### config.mk
export PLATFORM = sky130hd
export DESIGN_NAME = otter_hazard_unit_flat
export DESIGN_NICKNAME = d
export VERILOG_FILES = /design/src/rtl/otter_hazard_unit_if.sv /design/src/rtl/otter_hazard_unit.sv /design/src/flat_wrapper.sv
export SDC_FILE = /design/constraint.sdc
export NUM_CORES = 1
export LEC_CHECK = 0
export ABC_AREA = 1
export BUFFER_PORTS_ARGS = -buffer_cell sky130_fd_sc_hd__buf_2
export CORE_MARGIN = 4
export CORE_UTILIZATION = 40
export CTS_CLUSTER_SIZE = 30
export DETAILED_ROUTE_END_ITERATION = 8
export GPL_ROUTABILITY_DRIVEN = 0
export MAX_ROUTING_LAYER = met4
export SLEW_MARGIN = 20
export SYNTH_ARGS = -nofsm -noshare
export SYNTH_HDL_FRONTEND = slang
export SYNTH_SLANG_ARGS = --single-unit
### constraint.sdc
create_clock -name CLK -period 4.25 [get_ports CLK]
set_input_delay 0 -clock CLK [delete_from_list [all_inputs] [get_ports CLK]]
set_output_delay 0 -clock CLK [all_outputs]
set_load 0.1 [all_outputs]
### src/rtl/otter_hazard_unit_if.sv
// otter_hazard_unit_if: decoder register-usage inputs and pipeline control / forwarding outputs
interface otter_hazard_unit_if;
  logic        ID_VALID;
  logic [4:0]  ID_RS1_ADDR;
  logic [4:0]  ID_RS2_ADDR;
  logic [4:0]  ID_RD_ADDR;
  logic        ID_RS1_USED;
  logic        ID_RS2_USED;
  logic        ID_RD_USED;
  logic        ID_MEMREAD2;
  logic        EX_BRANCH_TAKEN;
  logic        STALL_IF;
  logic        STALL_ID;
  logic        BUBBLE_EX;
  logic        FLUSH_ID;
  logic [1:0]  FWD_A_SEL;
  logic [1:0]  FWD_B_SEL;
  logic [15:0] STALL_CNT;
  modport master (
    output ID_VALID, ID_RS1_ADDR, ID_RS2_ADDR, ID_RD_ADDR,
    output ID_RS1_USED, ID_RS2_USED, ID_RD_USED, ID_MEMREAD2, EX_BRANCH_TAKEN,
    input  STALL_IF, STALL_ID, BUBBLE_EX, FLUSH_ID, FWD_A_SEL, FWD_B_SEL, STALL_CNT
  );
  modport slave (
    input  ID_VALID, ID_RS1_ADDR, ID_RS2_ADDR, ID_RD_ADDR,
    input  ID_RS1_USED, ID_RS2_USED, ID_RD_USED, ID_MEMREAD2, EX_BRANCH_TAKEN,
    output STALL_IF, STALL_ID, BUBBLE_EX, FLUSH_ID, FWD_A_SEL, FWD_B_SEL, STALL_CNT
  );
endinterface

### src/rtl/otter_hazard_unit.sv
// otter_hazard_unit: EX/MEM/WB scoreboard driving stall, bubble, flush and forwarding controls.
// Define OTTER_FORWARD_EN for forwarding (load-use stalls only); otherwise RAW hazards stall.
module otter_hazard_unit #(
  parameter bit RF_WRITE_THROUGH = 1'b1
) (
  input logic                CLK,
  input logic                RST_N,
  otter_hazard_unit_if.slave hz
);
  typedef struct packed {
    logic       occ;
    logic       wr;
    logic [4:0] rd;
  } rec_t;
  rec_t        ex_q, ex_d, mem_q, mem_d, wb_q, wb_d;
  logic [15:0] stall_cnt_q, stall_cnt_d;
  logic        use1, use2, stall, flush, bubble, stall_id;
  function automatic logic hit(rec_t r, logic [4:0] rs, logic used);
    return used & r.occ & r.wr & (r.rd == rs);
  endfunction
  function automatic logic hit2(rec_t r, logic [4:0] a1, logic u1, logic [4:0] a2, logic u2);
    return hit(r, a1, u1) | hit(r, a2, u2);
  endfunction
  assign use1  = hz.ID_VALID & hz.ID_RS1_USED;
  assign use2  = hz.ID_VALID & hz.ID_RS2_USED;
  assign flush = hz.EX_BRANCH_TAKEN & ex_q.occ;
`ifdef OTTER_FORWARD_EN
  logic       ex_ld_q, ex_ld_d, ex_u1_q, ex_u1_d, ex_u2_q, ex_u2_d;
  logic [4:0] ex_rs1_q, ex_rs1_d, ex_rs2_q, ex_rs2_d;
  logic       unused_wt;
  assign unused_wt = RF_WRITE_THROUGH;
  assign stall = ex_ld_q & hit2(ex_q, hz.ID_RS1_ADDR, use1, hz.ID_RS2_ADDR, use2);
  // MEM never holds a load feeding EX: the load-use stall guarantees a bubble between them
  always_comb begin
    ex_ld_d      = bubble ? 1'b0 : hz.ID_MEMREAD2;
    ex_rs1_d     = bubble ? 5'd0 : hz.ID_RS1_ADDR;
    ex_rs2_d     = bubble ? 5'd0 : hz.ID_RS2_ADDR;
    ex_u1_d      = bubble ? 1'b0 : use1;
    ex_u2_d      = bubble ? 1'b0 : use2;
    hz.FWD_A_SEL = hit(mem_q, ex_rs1_q, ex_u1_q) ? 2'd1 : hit(wb_q, ex_rs1_q, ex_u1_q) ? 2'd2 : 2'd0;
    hz.FWD_B_SEL = hit(mem_q, ex_rs2_q, ex_u2_q) ? 2'd1 : hit(wb_q, ex_rs2_q, ex_u2_q) ? 2'd2 : 2'd0;
  end
  always_ff @(posedge CLK or negedge RST_N) begin
    if (!RST_N) begin
      {ex_ld_q, ex_rs1_q, ex_rs2_q, ex_u1_q, ex_u2_q} <= '0;
    end else begin
      {ex_ld_q, ex_rs1_q, ex_rs2_q, ex_u1_q, ex_u2_q} <= {ex_ld_d, ex_rs1_d, ex_rs2_d, ex_u1_d, ex_u2_d};
    end
  end
`else
  logic unused_ld;
  assign unused_ld    = hz.ID_MEMREAD2;
  assign stall        = hit2(ex_q, hz.ID_RS1_ADDR, use1, hz.ID_RS2_ADDR, use2)
                      | hit2(mem_q, hz.ID_RS1_ADDR, use1, hz.ID_RS2_ADDR, use2)
                      | (!RF_WRITE_THROUGH & hit2(wb_q, hz.ID_RS1_ADDR, use1, hz.ID_RS2_ADDR, use2));
  assign hz.FWD_A_SEL = 2'd0;
  assign hz.FWD_B_SEL = 2'd0;
`endif
  always_comb begin
    bubble       = stall | flush;
    stall_id     = stall & ~flush;
    hz.STALL_IF  = stall_id;
    hz.STALL_ID  = stall_id;
    hz.BUBBLE_EX = bubble;
    hz.FLUSH_ID  = flush;
    hz.STALL_CNT = stall_cnt_q;
    ex_d         = bubble ? '0 : {hz.ID_VALID, hz.ID_VALID & hz.ID_RD_USED, hz.ID_RD_ADDR};
    mem_d        = ex_q;
    wb_d         = mem_q;
    stall_cnt_d  = (stall_id & ~&stall_cnt_q) ? stall_cnt_q + 16'd1 : stall_cnt_q;
  end
  always_ff @(posedge CLK or negedge RST_N) begin
    if (!RST_N) begin
      ex_q        <= '0;
      mem_q       <= '0;
      wb_q        <= '0;
      stall_cnt_q <= '0;
    end else begin
      ex_q        <= ex_d;
      mem_q       <= mem_d;
      wb_q        <= wb_d;
      stall_cnt_q <= stall_cnt_d;
    end
  end
endmodule

### src/flat_wrapper.sv
// flat-port wrapper written by rule: the top's interface ports become plain ports
module otter_hazard_unit_flat 
#(
  parameter bit RF_WRITE_THROUGH = 1'b1
)
  (CLK, RST_N, hz_ID_VALID, hz_ID_RS1_ADDR, hz_ID_RS2_ADDR, hz_ID_RD_ADDR, hz_ID_RS1_USED, hz_ID_RS2_USED, hz_ID_RD_USED, hz_ID_MEMREAD2, hz_EX_BRANCH_TAKEN, hz_STALL_IF, hz_STALL_ID, hz_BUBBLE_EX, hz_FLUSH_ID, hz_FWD_A_SEL, hz_FWD_B_SEL, hz_STALL_CNT);
  otter_hazard_unit_if hz_i ();
  input logic CLK;
  input logic RST_N;
  input wire logic [$bits(hz_i.ID_VALID)-1:0] hz_ID_VALID;
  input wire logic [$bits(hz_i.ID_RS1_ADDR)-1:0] hz_ID_RS1_ADDR;
  input wire logic [$bits(hz_i.ID_RS2_ADDR)-1:0] hz_ID_RS2_ADDR;
  input wire logic [$bits(hz_i.ID_RD_ADDR)-1:0] hz_ID_RD_ADDR;
  input wire logic [$bits(hz_i.ID_RS1_USED)-1:0] hz_ID_RS1_USED;
  input wire logic [$bits(hz_i.ID_RS2_USED)-1:0] hz_ID_RS2_USED;
  input wire logic [$bits(hz_i.ID_RD_USED)-1:0] hz_ID_RD_USED;
  input wire logic [$bits(hz_i.ID_MEMREAD2)-1:0] hz_ID_MEMREAD2;
  input wire logic [$bits(hz_i.EX_BRANCH_TAKEN)-1:0] hz_EX_BRANCH_TAKEN;
  output wire logic [$bits(hz_i.STALL_IF)-1:0] hz_STALL_IF;
  output wire logic [$bits(hz_i.STALL_ID)-1:0] hz_STALL_ID;
  output wire logic [$bits(hz_i.BUBBLE_EX)-1:0] hz_BUBBLE_EX;
  output wire logic [$bits(hz_i.FLUSH_ID)-1:0] hz_FLUSH_ID;
  output wire logic [$bits(hz_i.FWD_A_SEL)-1:0] hz_FWD_A_SEL;
  output wire logic [$bits(hz_i.FWD_B_SEL)-1:0] hz_FWD_B_SEL;
  output wire logic [$bits(hz_i.STALL_CNT)-1:0] hz_STALL_CNT;
  assign hz_i.ID_VALID = hz_ID_VALID;
  assign hz_i.ID_RS1_ADDR = hz_ID_RS1_ADDR;
  assign hz_i.ID_RS2_ADDR = hz_ID_RS2_ADDR;
  assign hz_i.ID_RD_ADDR = hz_ID_RD_ADDR;
  assign hz_i.ID_RS1_USED = hz_ID_RS1_USED;
  assign hz_i.ID_RS2_USED = hz_ID_RS2_USED;
  assign hz_i.ID_RD_USED = hz_ID_RD_USED;
  assign hz_i.ID_MEMREAD2 = hz_ID_MEMREAD2;
  assign hz_i.EX_BRANCH_TAKEN = hz_EX_BRANCH_TAKEN;
  assign hz_STALL_IF = hz_i.STALL_IF;
  assign hz_STALL_ID = hz_i.STALL_ID;
  assign hz_BUBBLE_EX = hz_i.BUBBLE_EX;
  assign hz_FLUSH_ID = hz_i.FLUSH_ID;
  assign hz_FWD_A_SEL = hz_i.FWD_A_SEL;
  assign hz_FWD_B_SEL = hz_i.FWD_B_SEL;
  assign hz_STALL_CNT = hz_i.STALL_CNT;
  otter_hazard_unit #(.RF_WRITE_THROUGH(RF_WRITE_THROUGH)) u_core (.CLK(CLK), .RST_N(RST_N), .hz(hz_i));
endmodule
==> flow_summary.json, run 1 <==
{
  "outcome": "finished, final reports clean",
  "p_switching_mw": 0.1991,
  "cts_tree": "done",
  "clk_latency_ns": 0.28,
  "dr_total_vias": 1807,
  "grt_pass1_wl_um": 7548,
  "avgRoutedWirePerCell_um": 11.21,
  "synth_top_area_share_pct": 39.09,
  "p_sw_share_pct": 30.29,
  "slew_headroom_pct": 54.57,
  "start_util_pct": 42.64,
  "ir_worst_vdd_mv": 0.1613,
  "period_minus_slack_ns": 1.916,
  "fp-row-count": 24,
  "fin_crit_sh_pct": 45.07,
  "antenna_left": 0,
  "cts.clk_slew.worst_paths_ns": 0.07,
  "cts_buffers": 5,
  "hpwl_um": 3146,
  "clock_skew_ns": 0.007614,
  "hold_slack_ns": 0.3023,
  "drv_slew": 0,
  "p_int_mw": 0.4582,
  "pwr-share-comb_pct": 17.5,
  "setup_viol": 0,
  "required_ns": 4.25,
  "synth.avg_cell_area_um2": 6.884,
  "syn_area_um2": 1921,
  "power_frac_seq_pct": 46.8,
  "yosysUniqueCellTypes": 21,
  "ctsHoldBuffers": 9,
  "die_w_um": 77.29,
  "cts_buffer_depth": 2,
  "drive_gt1_share_pct": 17.82,
  "synth_cells": 279,
  "grt_pass1_vias": 1646,
  "crit_start": "u_core.ex_q[6]",
  "nets": 354,
  "final_common_cell": "nand2_1",
  "dr.pass1.iters": 4,
  "worstPathArrival_ns": 1.92,
  "root_buffer": "clkbuf_8",
  "crit_chain": "nand2_2, inv_1, a21oi_1, buf_2",
  "dieArea_um2": 5974,
  "synth_seq_cells": 30,
  "ctsResizeCount": 0,
  "rsz0062_at_grt": "no",
  "clockPowerShare_pct": 35.7,
  "critical_path.max_fanout": 26,
  "fmax_ghz": 0.5220,
  "ys_seq_area_share_pct": 39.09,
  "gr-total-overflow": 0,
  "drc": 0,
  "hp-class": "input pin to async pin",
  "finalHoldViolations": 0,
  "post_cts_buffers": 0,
  "grt_usage_pct": 15.94,
  "via_per_inst": 4.718,
  "portBuffers": 41,
  "syn2layout_area_growth_pct": 19.93,
  "n_antenna_cell": 0,
  "synth_area_leaders": "dfrtp_1, nand2_1, inv_1, nand4_1, nor2_1",
  "worst_pin_slew_ns": 0.6815,
  "maxCapViolCount": 0,
  "htreeDepth": 2,
  "drt_iter0_drc": 115,
  "timing.setup.tns_ns": 0,
  "cellPowerDensity_nw_per_um2": 285.3,
  "antenna_found_initial": 0,
  "grt_max_degree": 31,
  "fill_cells": 448,
  "totalWireLength_um": 4292,
  "cp-end-kind": "output pin",
  "p_leak_nw": 1.339,
  "mostFrequentLayoutCells": "nand2_1, inv_1, buf_2",
  "crit_type": "flip-flop to output pin",
  "critPathBufInv": 2,
  "dieHeight_um": 77.29,
  "path_delay_family": "buffers and inverters",
  "critPathSlowestCell": "buf_2",
  "yosys.area.top_type": "dfrtp_1",
  "yosys_warnings": 0,
  "io_pins": 47,
  "core_um2": 4504,
  "worst_setup_path_start_kind": "flip-flop",
  "power.total_mw": 0.6572,
  "reg2reg_from": "u_core.hz.STALL_CNT[0]",
  "slowest_delay_ns": 0.46,
  "clock_sinks": 30
}
## stage by stage
step                utilization [%]  instance area, um^2  instances  setup slack [ns]
floorplan                         -                 1932        282             1.018
global placement              47.11                 2122        366             2.485
detailed placement            47.11                 2122        366             2.498
CTS                           51.14                 2303        383             2.339
global route                  51.14                 2303        383             2.201
finish                        51.14                 2303        383             2.334
## Yosys cell counts
library cell  count
nor3_1            2
nand2_2           2
nor3_2            1
nor2_1           29
ha_1              1
buf_6             2
conb_1            1
a21oi_1           3
nand4_2           1
nand3_1          16
dfrtp_1          30
nand2_1         107
buf_8             1
xor2_1            5
inv_1            43
buf_2             1
nand3_2           5
xnor2_1           3
buf_4             5
nand2_4           2
nand4_1          19
## kinds of logic (layout without fill, tap and decap cells)
kind of cell	Yosys count	after routing	synth area share, %
compound gates	3	3	0.7815
fa+ha+maj	1	1	0.6514
flops	30	30	39.09
xor+xnor	8	8	3.648
buf+inv	52	101	12.57
simple gates	184	184	43.06
other cells	1	4	0.1953
## power by group through the flow
| stage | Combinational, mW | Sequential (mW) | Clock [mW] |
|---|---|---|---|
| floorplan | 0.0670 | 0.327 | 0 |
| global placement | 0.108 | 0.313 | 0 |
| detailed placement | 0.109 | 0.313 | 0 |
| CTS | 0.116 | 0.307 | 0.247 |
| global route | 0.128 | 0.309 | 0.260 |
| finish | 0.115 | 0.307 | 0.235 |
## sequential cells by signal (all words and copies together) (netlist names)
name and cells:
u_core.ex_q 7, u_core.hz.STALL_CNT 16, u_core.mem_q 7
## path summary, 6_finish.rpt
check | to | slack, ns | cells after the start
max in group asynchronous | u_core.hz.STALL_CNT[9] | 3.51 | 2
worst min-delay path | u_core.ex_q[2] | 0.30 | 2
worst min register to register | u_core.mem_q[5] | 0.40 | 0
worst max-delay path | hz_STALL_IF | 2.33 | 4
worst max register to register | u_core.hz.STALL_CNT[15] | 2.47 | 8
min in group CLK | u_core.mem_q[5] | 0.40 | 0
## cell type report
cell class | count | area [um^2] | share of cell area (%)
Clock buffer | 7 | 86.33 | 3.748
Multi-Input combinational cell | 200 | 939.7 | 40.79
Inverter | 43 | 161.4 | 7.007
Timing Repair Buffer | 50 | 295.3 | 12.82
Sequential cell | 30 | 750.7 | 32.59
Clock inverter | 1 | 5.005 | 0.2173
Tap cell | 52 | 65.06 | 2.825
## metal layers
| layer | vias up | GRT usage (%) | part of all wire [%] |
|---|---|---|---|
| li1 | 957 | - | - |
| met2 | 40 | 23.66 | 42 |
| met5 | - | - | 0 |
| met1 | 804 | 21.44 | 52 |
| met3 | 6 | 4.098 | 4.4 |
| met4 | 0 | 4.626 | 1.3 |
Note: power is estimated with default switching activity, not from simulation.
==> run 2: changes to the inputs <==
ABC_AREA = 0   (was 1)
clock period = 1.9 ns   (was 4.25 ns; I/O delays follow)
==> run 2 against run 1 <==
  * The run now ends with negative setup slack left
  * Register-to-register slack worse by 2.5 ns
  * Core utilization up 13 points
  * Non-clock buffer count up 16
  * Synthesized cell count down 49%
  * Final cell count down 33%
  * Area after synthesis down 17%
  * Flip-flop and latch count unchanged
  * Routed wire length down 11%
  * Die area down 15%
  * Power rose to 2.6 times the previous value
  * Sequential share of layout area up 0.24 points
  * Largest cell class unchanged
  * Largest power group is now clock
==> flow_summary.json, run 2 <==
{
  "outcome": "finished with violations",
  "violations": "negative setup slack",
  "critPathSlowestCell": "nor4_2",
  "synthArstFlopShare_pct": 100.0,
  "worstPathArrival_ns": 1.98,
  "core_um2": 3744,
  "io_pins": 47,
  "fin_cells": 257,
  "fin_ws_ns": -0.08187,
  "yosysUniqueCellTypes": 33,
  "ys.flop_type": "dfrtp_1",
  "worst_setup_path_start_kind": "flip-flop",
  "via_per_inst": 4.992,
  "totalWireLength_um": 3808,
  "pre_cts_slack_ns": -0.07585,
  "drc": 0,
  "required_ns": 1.90,
  "cts.clk_slew.worst_paths_ns": 0.07,
  "mostFrequentLayoutCells": "buf_2, xor2_1, dfrtp_1",
  "nets": 232,
  "syn2layout_area_growth_pct": 50.75,
  "synth_top_area_share_pct": 47.13,
  "syn_area_um2": 1593,
  "synth_seq_cells": 30,
  "grt_pass1_wl_um": 6230,
  "yosys_warnings": 0,
  "start_util_pct": 42.55,
  "ys_top_cells_by_count": "dfrtp_1, xor2_1, nor3_1",
  "finalHoldViolations": 0,
  "cts_buffer_depth": 2,
  "fmax_ghz": 0.5046,
  "ir_worst_vdd_mv": 0.4326,
  "cts_buffers": 5,
  "clk_latency_ns": 0.28,
  "grt_usage_pct": 16.27,
  "rrSetupSlack_ns": -0.02,
  "dieArea_um2": 5055,
  "path_delay_family": "simple AND/OR/NAND/NOR gates",
  "avgRoutedWirePerCell_um": 14.82,
  "fill_cells": 311,
  "portBuffers": 41,
  "power.total_mw": 1.728,
  "drv_slew": 0,
  "crit_type": "flip-flop to output pin",
  "crit_chain": "nand3_1, nor4_2, nand4_1, and4b_4, buf_6, nor2_4, buf_12",
  "hpwl_um": 2752,
  "dieHeight_um": 71.10,
  "dr_total_vias": 1283,
  "drt_iter0_drc": 26,
  "fp-row-count": 22,
  "worst_pin_slew_ns": 0.6599,
  "synth.most_common_cell": "dfrtp_1",
  "drive_gt1_share_pct": 53.11,
  "hp-class": "input pin to flip-flop",
  "period_minus_slack_ns": 1.982,
  "grt_pass1_vias": 1346,
  "clock_sinks": 30,
  "critical_path.max_fanout": 7,
  "synth_cells": 141,
  "timing.setup.tns_ns": -0.2268,
  "rsz0062_at_grt": "yes",
  "gr-total-overflow": 0,
  "die_w_um": 71.10,
  "clock_skew_ns": 0.006943,
  "synth.avg_cell_area_um2": 11.30,
  "slew_headroom_pct": 56.00,
  "root_buffer": "clkbuf_8",
  "n_antenna_cell": 0,
  "antenna_found_initial": 0,
  "synth_area_leaders": "dfrtp_1, xor2_1, xnor2_1, nor3_1, nand3_1",
  "maxCapViolCount": 0,
  "critPathBufInv": 2,
  "grt_max_degree": 31,
  "cp-end-kind": "output pin",
  "hold_slack_ns": 0.2451,
  "final_common_cell": "buf_2",
  "cellPowerDensity_nw_per_um2": 719.7,
  "synth_edf_count": 0,
  "cts_tree": "done",
  "yosys.area.top_type": "dfrtp_1",
  "setup_viol": 5,
  "antenna_left": 0,
  "fin_crit_sh_pct": 104.3,
  "dr.pass1.iters": 4,
  "slowest_delay_ns": 0.35,
  "largest_reg_flops": 16,
  "htreeDepth": 2,
  "ys_seq_area_share_pct": 47.13,
  "p_leak_nw": 1.146,
  "place_inst": 234
}
-- run 2: cell types whose count changed after synthesis, sizes merged, moves of 3 or more --
cell / previous run / this run
nand2: 111 / 6
inv: 43 / 3
nor2: 29 / 3
xor2: 5 / 25
nand4: 20 / 6
nand3: 21 / 11
nor3: 3 / 12
nor4: 0 / 8
and3: 0 / 6
xnor2: 3 / 9
a21oi: 3 / 0
-- run 2: final timing paths --
| check | end | cells past startpoint | start |
|---|---|---|---|
| worst max-delay path | hz_STALL_IF | 7 | u_core.mem_q[6] |
| worst min-delay path | u_core.ex_q[6] | 5 | hz_EX_BRANCH_TAKEN |
| worst max register to register | u_core.hz.STALL_CNT[3] | 7 | u_core.mem_q[6] |
| worst min register to register | u_core.mem_q[5] | 0 | u_core.ex_q[5] |
| max in group asynchronous | u_core.hz.STALL_CNT[6] | 2 | RST_N |
| min in group asynchronous | u_core.mem_q[6] | 2 | RST_N |
-- run 2: final cells by class --
type                    instances  area [um^2]  area share, %
multi-input cells             102        894.6          37.26
clock inverters                 2        60.06          2.501
flip-flops and latches         30        788.3          32.83
well taps                      48        60.06          2.501
repair buffers                 66        504.2          21.00
inverters                       3        11.26         0.4690
clock buffers                   6        82.58          3.439
-- run 2: kinds of logic after synthesis --
| family | after synthesis | share of synthesized area, % |
|---|---|---|
| xor gates and xnor gates | 34 | 18.70 |
| other | 1 | 0.2354 |
| DFF | 30 | 47.13 |
| buffers and inverters | 12 | 4.791 |
| muxes | 2 | 1.414 |
| adders and majority gates | 1 | 0.7854 |
| and+or+nand+nor | 60 | 26.47 |
| AOI/OAI and AO/OA | 1 | 0.4715 |
-- run 2: tightest hold or removal path, cell delays in order --
cell	delay (ns)
buf_2	0.07
nand2_1	0.10
buf_4	0.17
nand2_2	0.10
nor2_1	0.05
-- run 2: what timing repair did --
item	CTS	global route
hold buffers	8	0
pin swaps	3	6
cloned	0	1
setup endpoints to repair	8	19
endpoints found under the hold margin	37	0
buffers inserted	2	4
resized for setup	1	16
-- run 2: stage by stage --
step | area [um^2] | utilization [%]
floorplan | 1685 | -
global placement | 2014 | 53.81
detailed placement | 2014 | 53.81
CTS | 2257 | 60.29
global route | 2401 | 64.14
finish | 2401 | 64.14
-- run 2: per-layer routing --
metal,share of wire [%],global-route usage [%],up-vias
li1,-,-,618
met1,42,19.10,619
met2,50,26.06,39
met3,5.7,4.830,7
met4,1.8,6.681,0
met5,0,-,-
-- run 2: power by group --
part / internal [mW] / switching (mW) / total, mW / leakage [nW]
clock: 0.559 / 0.240 / 0.799 / 0.0714
sequential: 0.666 / 0.0235 / 0.689 / 0.367
combinational: 0.0808 / 0.159 / 0.239 / 0.707
total: 1.31 / 0.422 / 1.73 / 1.15
==> run 3: changes to the inputs <==
==> constraint.sdc (replaced) <==
create_clock -name CLK -period 1.9 [get_ports CLK]
set_input_delay 0.095 -clock CLK [delete_from_list [all_inputs] [get_ports CLK]]
set_output_delay 0.095 -clock CLK [all_outputs]
set_load 0.1 [all_outputs]
==> run 3 against run 2 <==
  * The run still ends with negative setup slack left
  * First-iteration DRC count up 130%
  * Core utilization shrank 0.30 points
  * Flip-flop and latch count unchanged
  * Clock power is 34% lower
  * Die area is the same
  * Clock-buffer cell count increased by 1
  * Critical path depth unchanged
  * Critical endpoint is now hz_STALL_ID
  * Largest power group is now registers
==> flow_summary.json, run 3 (synthesized netlist as in run 2, its figures left out) <==
{
  "drt_iter0_drc": 60,
  "gr-total-overflow": 0,
  "drc": 0,
  "grt_usage_pct": 16.70,
  "io_pins": 47,
  "outcome": "finished with violations",
  "hold_slack_ns": 0.01942,
  "holdCritStartpoint": "hz_ID_RD_USED",
  "grt_pass1_wl_um": 6285,
  "antenna_left": 0,
  "required_ns": 1.80,
  "drive_gt1_share_pct": 55.50,
  "place_inst": 238,
  "cts_tree": "done",
  "totalWireLength_um": 3823,
  "antenna_found_initial": 0,
  "rrSetupSlack_ns": -0.20,
  "syn2layout_area_growth_pct": 50.04,
  "clk_latency_ns": 0.29,
  "worstPathArrival_ns": 2.01,
  "die_w_um": 71.10,
  "avgRoutedWirePerCell_um": 14.88,
  "start_util_pct": 42.55,
  "largest_reg_flops": 16,
  "cts_buffers": 5,
  "dieHeight_um": 71.10,
  "critical_path.max_fanout": 3,
  "dr.pass1.iters": 4,
  "period_minus_slack_ns": 2.104,
  "p_leak_nw": 1.158,
  "htreeDepth": 2,
  "fin_ws_ns": -0.2043,
  "min_to": "u_core.ex_q[5]",
  "cp-end-kind": "output pin",
  "nets": 232,
  "r2r_end": "u_core.hz.STALL_CNT[1]",
  "cts.clk_slew.worst_paths_ns": 0.07,
  "dr_total_vias": 1281,
  "mostFrequentLayoutCells": "buf_2, xor2_1, buf_4",
  "dieArea_um2": 5055,
  "setup_viol": 18,
  "clock_skew_ns": 0.007237,
  "hold_depth": 3,
  "ir_worst_vdd_mv": 0.6255,
  "crit_start": "u_core.mem_q[1]",
  "fin_cells": 257,
  "worst_setup_path_start_kind": "flip-flop",
  "finalHoldViolations": 0,
  "cts_buffer_depth": 2,
  "violations": "negative setup slack",
  "final_common_cell": "buf_2",
  "fmax_ghz": 0.4752,
  "grt_pass1_vias": 1287,
  "drv_slew": 0,
  "via_per_inst": 4.984,
  "pre_cts_slack_ns": -0.1227,
  "grt_max_degree": 31,
  "root_buffer": "clkbuf_8",
  "worst_pin_slew_ns": 0.6594,
  "n_antenna_cell": 0,
  "clock_sinks": 30,
  "portBuffers": 41,
  "hp-class": "input pin to flip-flop",
  "crit_type": "flip-flop to output pin",
  "worst_r2r_path_depth": 8,
  "fin_crit_sh_pct": 110.8,
  "reg2reg_from": "u_core.mem_q[1]",
  "rsz0062_at_grt": "yes",
  "maxCapViolCount": 0,
  "timing.setup.tns_ns": -1.798,
  "core_um2": 3744,
  "slew_headroom_pct": 56.04,
  "cellPowerDensity_nw_per_um2": 604.7,
  "fp-row-count": 22,
  "hpwl_um": 2757
}
[run 3: cell types whose count changed in the layout (fill, tap and decap cells not counted), sizes merged]
cell,change
clkinv,+1
bufinv,-2
buf,+8
dlygate4sd3,-7
[run 3: timing repair]
item | CTS | global route
gates resized for setup | 24 | 10
endpoints found under the hold margin | 30 | 0
endpoints found under the setup margin | 13 | 19
hold buffers | 1 | 0
setup buffers | 3 | 7
pin swaps | 21 | 22
[run 3: critical path, stage by stage (launching register included)]
cell and delay [ns]:
dfrtp_1 0.39, xor2_1 0.14, nor4_1 0.31, nand4_1 0.15, and4b_4 0.24, buf_6 0.13, nor2_4 0.17, buf_12 0.19
[run 3: area by class of cell]
type                    instances  area, um^2
clock buffers                   7       86.33
clock inverters                 1       5.005
fillers                       318        1354
inverters                       3       11.26
multi-input cells             102       954.7
flip-flops and latches         30       788.3
well taps                      48       60.06
repair buffers                 66       484.2
[run 3: worst max path at each step]
stage / to / slack [ns] / depth (start not counted)
2_1_floorplan: hz_STALL_IF / -0.27 / 7
3_3_place_gp: u_core.hz.STALL_CNT[1] / -0.05 / 6
3_5_place_dp: u_core.hz.STALL_CNT[1] / -0.12 / 6
4_1_cts: hz_STALL_ID / -0.19 / 7
5_1_grt: hz_STALL_ID / -0.26 / 7
6_report: hz_STALL_ID / -0.20 / 7
[run 3: power breakdown]
| part | switching [mW] | internal [mW] | total (mW) | leakage (nW) |
|---|---|---|---|---|
| Sequential | 0.0212 | 0.666 | 0.687 | 0.367 |
| Clock | 0.234 | 0.291 | 0.525 | 0.0482 |
| Combinational | 0.158 | 0.0749 | 0.232 | 0.743 |
[run 3: layer usage]
metal  track usage (%)  share of wire, %  up-vias
li1                  -                 -      615
met1             21.33                45      631
met2             25.03                49       29
met3             4.688               4.3        6
met4             6.681               1.6        0
met5                 -                 0        -
[run 3: per-stage QoR]
stage	power [mW]	cell area, um^2	util (%)
6_report	1.445	2390	63.84
3_3_place_gp	0.9166	2032	54.28
2_1_floorplan	0.8492	1693	-
3_5_place_dp	0.9225	2032	54.28
4_1_cts	1.457	2286	61.06
5_1_grt	1.514	2390	63.84
